--- src/rtl/calc_pkg.sv ---
// Shared definitions for the calc arbiter slice:
// FSM encoding, operand width and result selects.
package calc_pkg;

   localparam int W = 3;

   typedef enum logic [1:0] {
      IDLE = 2'd0,
      EXEC = 2'd1,
      RESP = 2'd2
   } state_t;

   localparam logic [2:0] SEL_C = 3'd0;
   localparam logic [2:0] SEL_D = 3'd1;
   localparam logic [2:0] SEL_E = 3'd2;
   localparam logic [2:0] SEL_F = 3'd3;
   localparam logic [2:0] SEL_G = 3'd4;
   localparam logic [2:0] SEL_H = 3'd5;
   localparam logic [2:0] SEL_I = 3'd6;
   localparam logic [2:0] SEL_J = 3'd7;

endpackage

--- src/rtl/num_calculation.sv ---
// Combinational 3-bit calculator: eight results
// from two operands, all truncated to 3 bits.
module num_calculation
   import calc_pkg::*;
(
   input  logic [W-1:0] a,
   input  logic [W-1:0] b,
   output logic [W-1:0] c,
   output logic [W-1:0] d,
   output logic [W-1:0] e,
   output logic [W-1:0] f,
   output logic [W-1:0] g,
   output logic [W-1:0] h,
   output logic [W-1:0] i,
   output logic [W-1:0] j
);

   assign c = a + b;
   assign d = a - b;
   assign e = a & b;
   assign f = a | b;
   assign g = a ^ b;
   assign h = a * b;
   assign i = ~a;
   assign j = (a > b) ? a : b;

endmodule

--- src/rtl/calc_arbiter.sv ---
// Two requesters share one num_calculation,
// one operation in flight, RR or fixed priority.
module calc_arbiter
   import calc_pkg::*;
#(
   parameter bit FIXED_PRIO = 1'b0
) (
   input  logic         clk,
   input  logic         rst_n,
   input  logic         req0_valid,
   output logic         req0_ready,
   input  logic [W-1:0] req0_a,
   input  logic [W-1:0] req0_b,
   input  logic [2:0]   req0_sel,
   input  logic         req1_valid,
   output logic         req1_ready,
   input  logic [W-1:0] req1_a,
   input  logic [W-1:0] req1_b,
   input  logic [2:0]   req1_sel,
   output logic         rsp_valid,
   input  logic         rsp_ready,
   output logic         rsp_id,
   output logic [W-1:0] rsp_data,
   output logic         busy
);

   state_t       state_q;
   state_t       state_d;
   logic         last_q;
   logic         gnt1;
   logic         idle;
   logic         accept;
   logic [W-1:0] a_q;
   logic [W-1:0] b_q;
   logic [2:0]   sel_q;
   logic         id_q;
   logic [W-1:0] res;
   logic [W-1:0] c, d, e, f, g, h, i, j;

   // Grant select: contention resolved by priority mode
   always_comb begin
      gnt1 = req1_valid;
      if (req0_valid && req1_valid) begin
         gnt1 = FIXED_PRIO ? 1'b0 : ~last_q;
      end
      idle       = (state_q == IDLE) && rst_n;
      req0_ready = idle && req0_valid && !gnt1;
      req1_ready = idle && req1_valid && gnt1;
      accept     = req0_ready || req1_ready;
   end

   // Next-state logic for the IDLE/EXEC/RESP cycle
   always_comb begin
      state_d = state_q;
      unique case (state_q)
         IDLE: if (accept) state_d = EXEC;
         EXEC: state_d = RESP;
         RESP: if (rsp_ready) state_d = IDLE;
         default: state_d = IDLE;
      endcase
   end

   // State register
   always_ff @(posedge clk or negedge rst_n) begin
      if (!rst_n) state_q <= IDLE;
      else        state_q <= state_d;
   end

   // Capture operands and grant on acceptance
   always_ff @(posedge clk or negedge rst_n) begin
      if (!rst_n) begin
         a_q    <= '0;
         b_q    <= '0;
         sel_q  <= '0;
         id_q   <= 1'b0;
         last_q <= 1'b1;
      end else if (accept) begin
         a_q    <= gnt1 ? req1_a : req0_a;
         b_q    <= gnt1 ? req1_b : req0_b;
         sel_q  <= gnt1 ? req1_sel : req0_sel;
         id_q   <= gnt1;
         last_q <= gnt1;
      end
   end

   num_calculation u_calc (
      .a(a_q), .b(b_q),
      .c(c), .d(d), .e(e), .f(f),
      .g(g), .h(h), .i(i), .j(j)
   );

   // Pick the requested result
   always_comb begin
      res = c;
      unique case (sel_q)
         SEL_C: res = c;
         SEL_D: res = d;
         SEL_E: res = e;
         SEL_F: res = f;
         SEL_G: res = g;
         SEL_H: res = h;
         SEL_I: res = i;
         SEL_J: res = j;
         default: res = c;
      endcase
   end

   // Response registers: loaded in EXEC, held through RESP
   always_ff @(posedge clk or negedge rst_n) begin
      if (!rst_n) begin
         rsp_valid <= 1'b0;
         rsp_id    <= 1'b0;
         rsp_data  <= '0;
      end else if (state_q == EXEC) begin
         rsp_valid <= 1'b1;
         rsp_id    <= id_q;
         rsp_data  <= res;
      end else if (state_q == RESP && rsp_ready) begin
         rsp_valid <= 1'b0;
      end
   end

   assign busy = (state_q != IDLE);

endmodule

--- config.mk ---
export PLATFORM = sky130hd
export DESIGN_NAME = calc_arbiter
export DESIGN_NICKNAME = d
export VERILOG_FILES = /design/src/rtl/calc_pkg.sv /design/src/rtl/num_calculation.sv /design/src/rtl/calc_arbiter.sv
export SDC_FILE = /design/constraint.sdc
export NUM_CORES = 1
export LEC_CHECK = 0
export CAP_MARGIN = 0
export CORE_ASPECT_RATIO = 1.2
export CORE_MARGIN = 1.5
export CORE_UTILIZATION = 45
export CTS_CLUSTER_DIAMETER = 30
export CTS_CLUSTER_SIZE = 28
export DETAILED_ROUTE_END_ITERATION = 10
export GPL_TIMING_DRIVEN = 0
export PLACE_DENSITY = 0.75
export RECOVER_POWER = 50
export REMOVE_ABC_BUFFERS = 1
export SETUP_SLACK_MARGIN = 0.3
export SLEW_MARGIN = 40
export SYNTH_ARGS = -nofsm -noshare
export SYNTH_HDL_FRONTEND = slang
export SYNTH_SLANG_ARGS = --single-unit
--- constraint.sdc ---
create_clock -name clk -period 1.93 [get_ports clk]
set_input_delay 0.193 -clock clk [delete_from_list [all_inputs] [get_ports clk]]
set_output_delay 0.193 -clock clk [all_outputs]
set_load 0.01 [all_outputs]
==> results of run 1 <==
per-layer routing:
metal | vias up | wire length, um
li1 | 584 | -
met1 | 569 | 1310
met2 | 26 | 1790
met3 | 6 | 82
met4 | 0 | 62
met5 | - | 0
worst max-delay path, delay by kind of cell, from the launching register on:
family | cells | cell delay (ns)
compound gates | 3 | 0.47
flops | 1 | 0.44
simple gates | 1 | 0.39
fa+ha+maj | 1 | 0.30
mux | 1 | 0.25
buf+inv | 1 | 0.07
worst paths after layout:
path	start	end	slack [ns]	cells past startpoint
max	b_q[0]$_DFFE_PN0P_	rsp_data[2]$_DFFE_PN0P_	-0.06	7
min reg2reg	id_q$_DFFE_PN0P_	rsp_id$_DFFE_PN0P_	0.48	2
max in group asynchronous	rst_n	b_q[0]$_DFFE_PN0P_	1.03	2
min	rst_n	rsp_id$_DFFE_PN0P_	0.28	2
max reg2reg	b_q[0]$_DFFE_PN0P_	rsp_data[2]$_DFFE_PN0P_	-0.06	7
min in group clk	id_q$_DFFE_PN0P_	rsp_id$_DFFE_PN0P_	0.48	2
state kept, by name (all words and copies together), names as in the netlist:
signal     count
b_q            3
rsp_data       3
id_q           1
last_q         1
state_q        2
rsp_valid      1
sel_q          3
rsp_id         1
a_q            3
cells by family after synthesis:
| group | synth area share |
|---|---|
| multiplexers | 0.114 |
| AO/OA/AOI/OAI | 0.169 |
| flip-flops | 0.336 |
| adder cells (fa/ha/maj) | 0.123 |
| XOR/XNOR | 0.0326 |
| buffers and inverters | 0.0717 |
| AND/OR/NAND/NOR | 0.154 |
placed cells by master (no fill, tap or decap), types with 3 or more instances in the layout:
cell type	synthesis	layout
sky130_fd_sc_hd__a21oi_1	15	15
sky130_fd_sc_hd__ha_4	0	3
sky130_fd_sc_hd__nor2b_1	3	3
sky130_fd_sc_hd__nand2_1	8	7
sky130_fd_sc_hd__ha_1	10	7
sky130_fd_sc_hd__buf_4	2	15
sky130_fd_sc_hd__nor2_1	14	14
sky130_fd_sc_hd__nand2b_1	3	3
sky130_fd_sc_hd__inv_2	0	3
sky130_fd_sc_hd__clkbuf_4	0	4
sky130_fd_sc_hd__mux2i_1	13	13
sky130_fd_sc_hd__clkdlybuf4s50_1	0	26
sky130_fd_sc_hd__inv_1	11	7
sky130_fd_sc_hd__dfrtp_1	17	15
sky130_fd_sc_hd__xor2_1	4	3
through the flow:
| step | cell area [um^2] | TNS, ns | setup WS [ns] |
|---|---|---|---|
| after detailed placement | 1640 | -6.14 | -0.569 |
| after global placement | 1630 | -5.77 | -0.651 |
| final | 1890 | -0.0948 | -0.0633 |
| after floorplan | 1290 | -0.0497 | -0.0497 |
| after global routing | 1890 | -0.299 | -0.107 |
| after CTS | 1860 | -0.0129 | -0.0129 |
area by class of cell:
class                   count  area [um^2]  area share
well taps                  34         42.5      0.0225
multi-input cells         106          887       0.468
flip-flops and latches     18          454       0.240
inverters                  11         43.8      0.0231
clock buffers               4         36.3      0.0192
repair buffers             49          430       0.227
power groups by stage:
stage	clock network, mW	logic [mW]	registers, mW
2_1_floorplan	0	0.988	0.747
3_5_place_dp	0	1.39	0.780
3_3_place_gp	0	1.35	0.772
4_1_cts	0.243	1.70	0.748
6_report	0.241	1.89	0.759
5_1_grt	0.260	2.05	0.780
what timing repair did:
item                                    4_1_cts  5_1_grt
gates resized for setup                      28        6
buffers inserted                             14        3
pin swaps                                     7        3
endpoints found under the setup margin       17       15
hold buffers                                  2        0
hold endpoints to repair                     17        0
==> qor_table.md, run 1 <==
| Result | This run |
|:---|:---|
| Maximum clock skew at final layout | 0.0131 ns |
| Final critical-path required period | 1.99 ns |
| Worst VDD drop | 0.763 mV |
| Async set-or-reset flop fraction in the synthesized netlist | 1.00 |
| Insertion delay to the later sink of the worst-skew pair | 0.30 ns |
| Count of maximum capacitance violations | 0 |
| Number of nets at the end of the flow | 224 |
| Final Worst Setup Slack | -0.0633 ns |
| Buffers on Ports | 30 |
| DIE AREA | 3320 um^2 |
| Tot GR Track Use | 0.218 |
| Non-filler instance count after layout | 222 |
| CP max FO | 4 |
| Number of buffers between clock root and the deepest sink | 2 |
| Placeable core region | 2810 um^2 |
| Initial antenna violation count | 0 |
| Peak clock frequency supported by timing | 502 MHz |
| Leakage | 0.854 nW |
| Switch share | 0.425 |
| Vias after detailed routing | 1185 |
| Critical setup path kind | reg -> reg |
| Number of DRC markers after the initial detailed-route iteration | 24 |
| Mean area per synthesized cell | 9.53 um^2 |
| Fraction of final layout cells with drive strength greater than 1 | 0.250 |
| Clock share of power | 0.083 |
| Root Driver | sky130_fd_sc_hd__clkbuf_4 |
| Tightest hold margin | 0.281 ns |
| Layer with the highest usage after global routing | met2 |
| Diode insertion count for antenna repair | 0 |
| Cell-by-cell listing of the critical path | inv_2, ha_1, or3_4, o211ai_4, mux2i_1, o221ai_1, a22o_1 |
| Cell with the most instances after synthesis | sky130_fd_sc_hd__dfrtp_1 |
| Slew at the pin closest to its max-slew limit | 0.895 ns |
| Overflow after GRT | 0 |
| Final setup viols | 2 |
| Most used flip-flop cell after synthesis | sky130_fd_sc_hd__dfrtp_1 |
| Outcome | complete, but fails checks |
| Final wirelength | 3240 um |
| Cell area after synthesis | 1340 um^2 |
| Biggest area consumer among synthesized cells | sky130_fd_sc_hd__dfrtp_1 |
| Number of synthesized register bits | 18 |
| Avg WL per Cell | 14.6 um |
| Path category of the worst min-delay check | in -> async |
| Top cells by area in the synthesized netlist | sky130_fd_sc_hd__dfrtp_1 (32%), sky130_fd_sc_hd__mux2i_1 (9.7%), sky130_fd_sc_hd__ha_1 (9.3%), sky130_fd_sc_hd__a21oi_1 (5.6%), sky130_fd_sc_hd__nor2_1 (3.9%) |
| GR Layer Usage met3 | 0.0239 |
| Post-route DRC | 0 |
| Max-slew violation count | 0 |
| # H-tree levels | 1 |
| Power density over the cells | 1520 nW/um^2 |
| Placer congestion estimate | 0.871 |
| Internal power of the cells | 1.66 mW |
| TritonCTS Buffers | 3 |
| Violations in the final reports | setup timing |
| Sequential area share after synthesis | 0.336 |
| Synthesis-to-finish area growth | 41.0% |
| Clock-pin slew on the worst setup and hold paths | 0.12 ns |
| Met1 Usage GRT | 0.240 |
| Worst path slowest cell | sky130_fd_sc_hd__dfrtp_2 |
| Global-route wire length before repair | 5440 um |
| Total clock sinks | 18 |
| Synth cell count leaders | sky130_fd_sc_hd__dfrtp_1 (17), sky130_fd_sc_hd__a21oi_1 (15), sky130_fd_sc_hd__nor2_1 (14) |
| CP required | 2.14 ns |
| Final Hold Viols | 0 |
| Distinct cell type count of the synthesized netlist | 48 |
| I/O pin count | 31 |
| Share of the core filled with cells | 0.674 |
| Setup crit end kind | register |
| TritonCTS clock tree | built |
| Number of instances in the placed design | 199 |
| Filler Cell Count | 213 |
| Sw power | 1.23 mW |
| Arr. time, crit path | 2.20 ns |
| Yosys warning total | 0 |
| Share of the clock period used by the worst path | 1.03 |
| Total iterations of the first detailed-routing run | 4 |
| Rel. slew slack | 0.403 |
| Die width | 52.9 um |
| Row Count | 21 |
| Via-per-instance ratio | 5.34 |
| Die height | 62.9 um |
| Number of global-route vias before repair | 1266 |
| Final antenna-violating net count | 0 |
| DP HPWL | 2140 um |
| Number of flops mapped to enable cells by yosys | 0 |
| Fraction of power consumed by sequential logic | 0.263 |
| Area share of the largest cell type after synthesis | 0.317 |
| Maximum number of pins on one net before global-route repair | 20 |
| Tot Pwr | 2.89 mW |
| Effective utilization at floorplan | 0.478 |
| Max incr delay on CP | 0.44 ns |
| Mapped Cells | 141 |
| Type of origin of the critical path | register |
| Unrepaired setup endpoints after global routing | true |
| Combinational Power Share | 0.654 |
| GR Layer Usage met2 | 0.394 |
No activity file was read; power rests on OpenSTA's default activity.
==> inputs of run 2 (changes only) <==
CTS_CLUSTER_SIZE = 16   (was 28)
==> results of run 2 <==
Same layout as run 1: the final DEF is identical, and so are final timing and power.
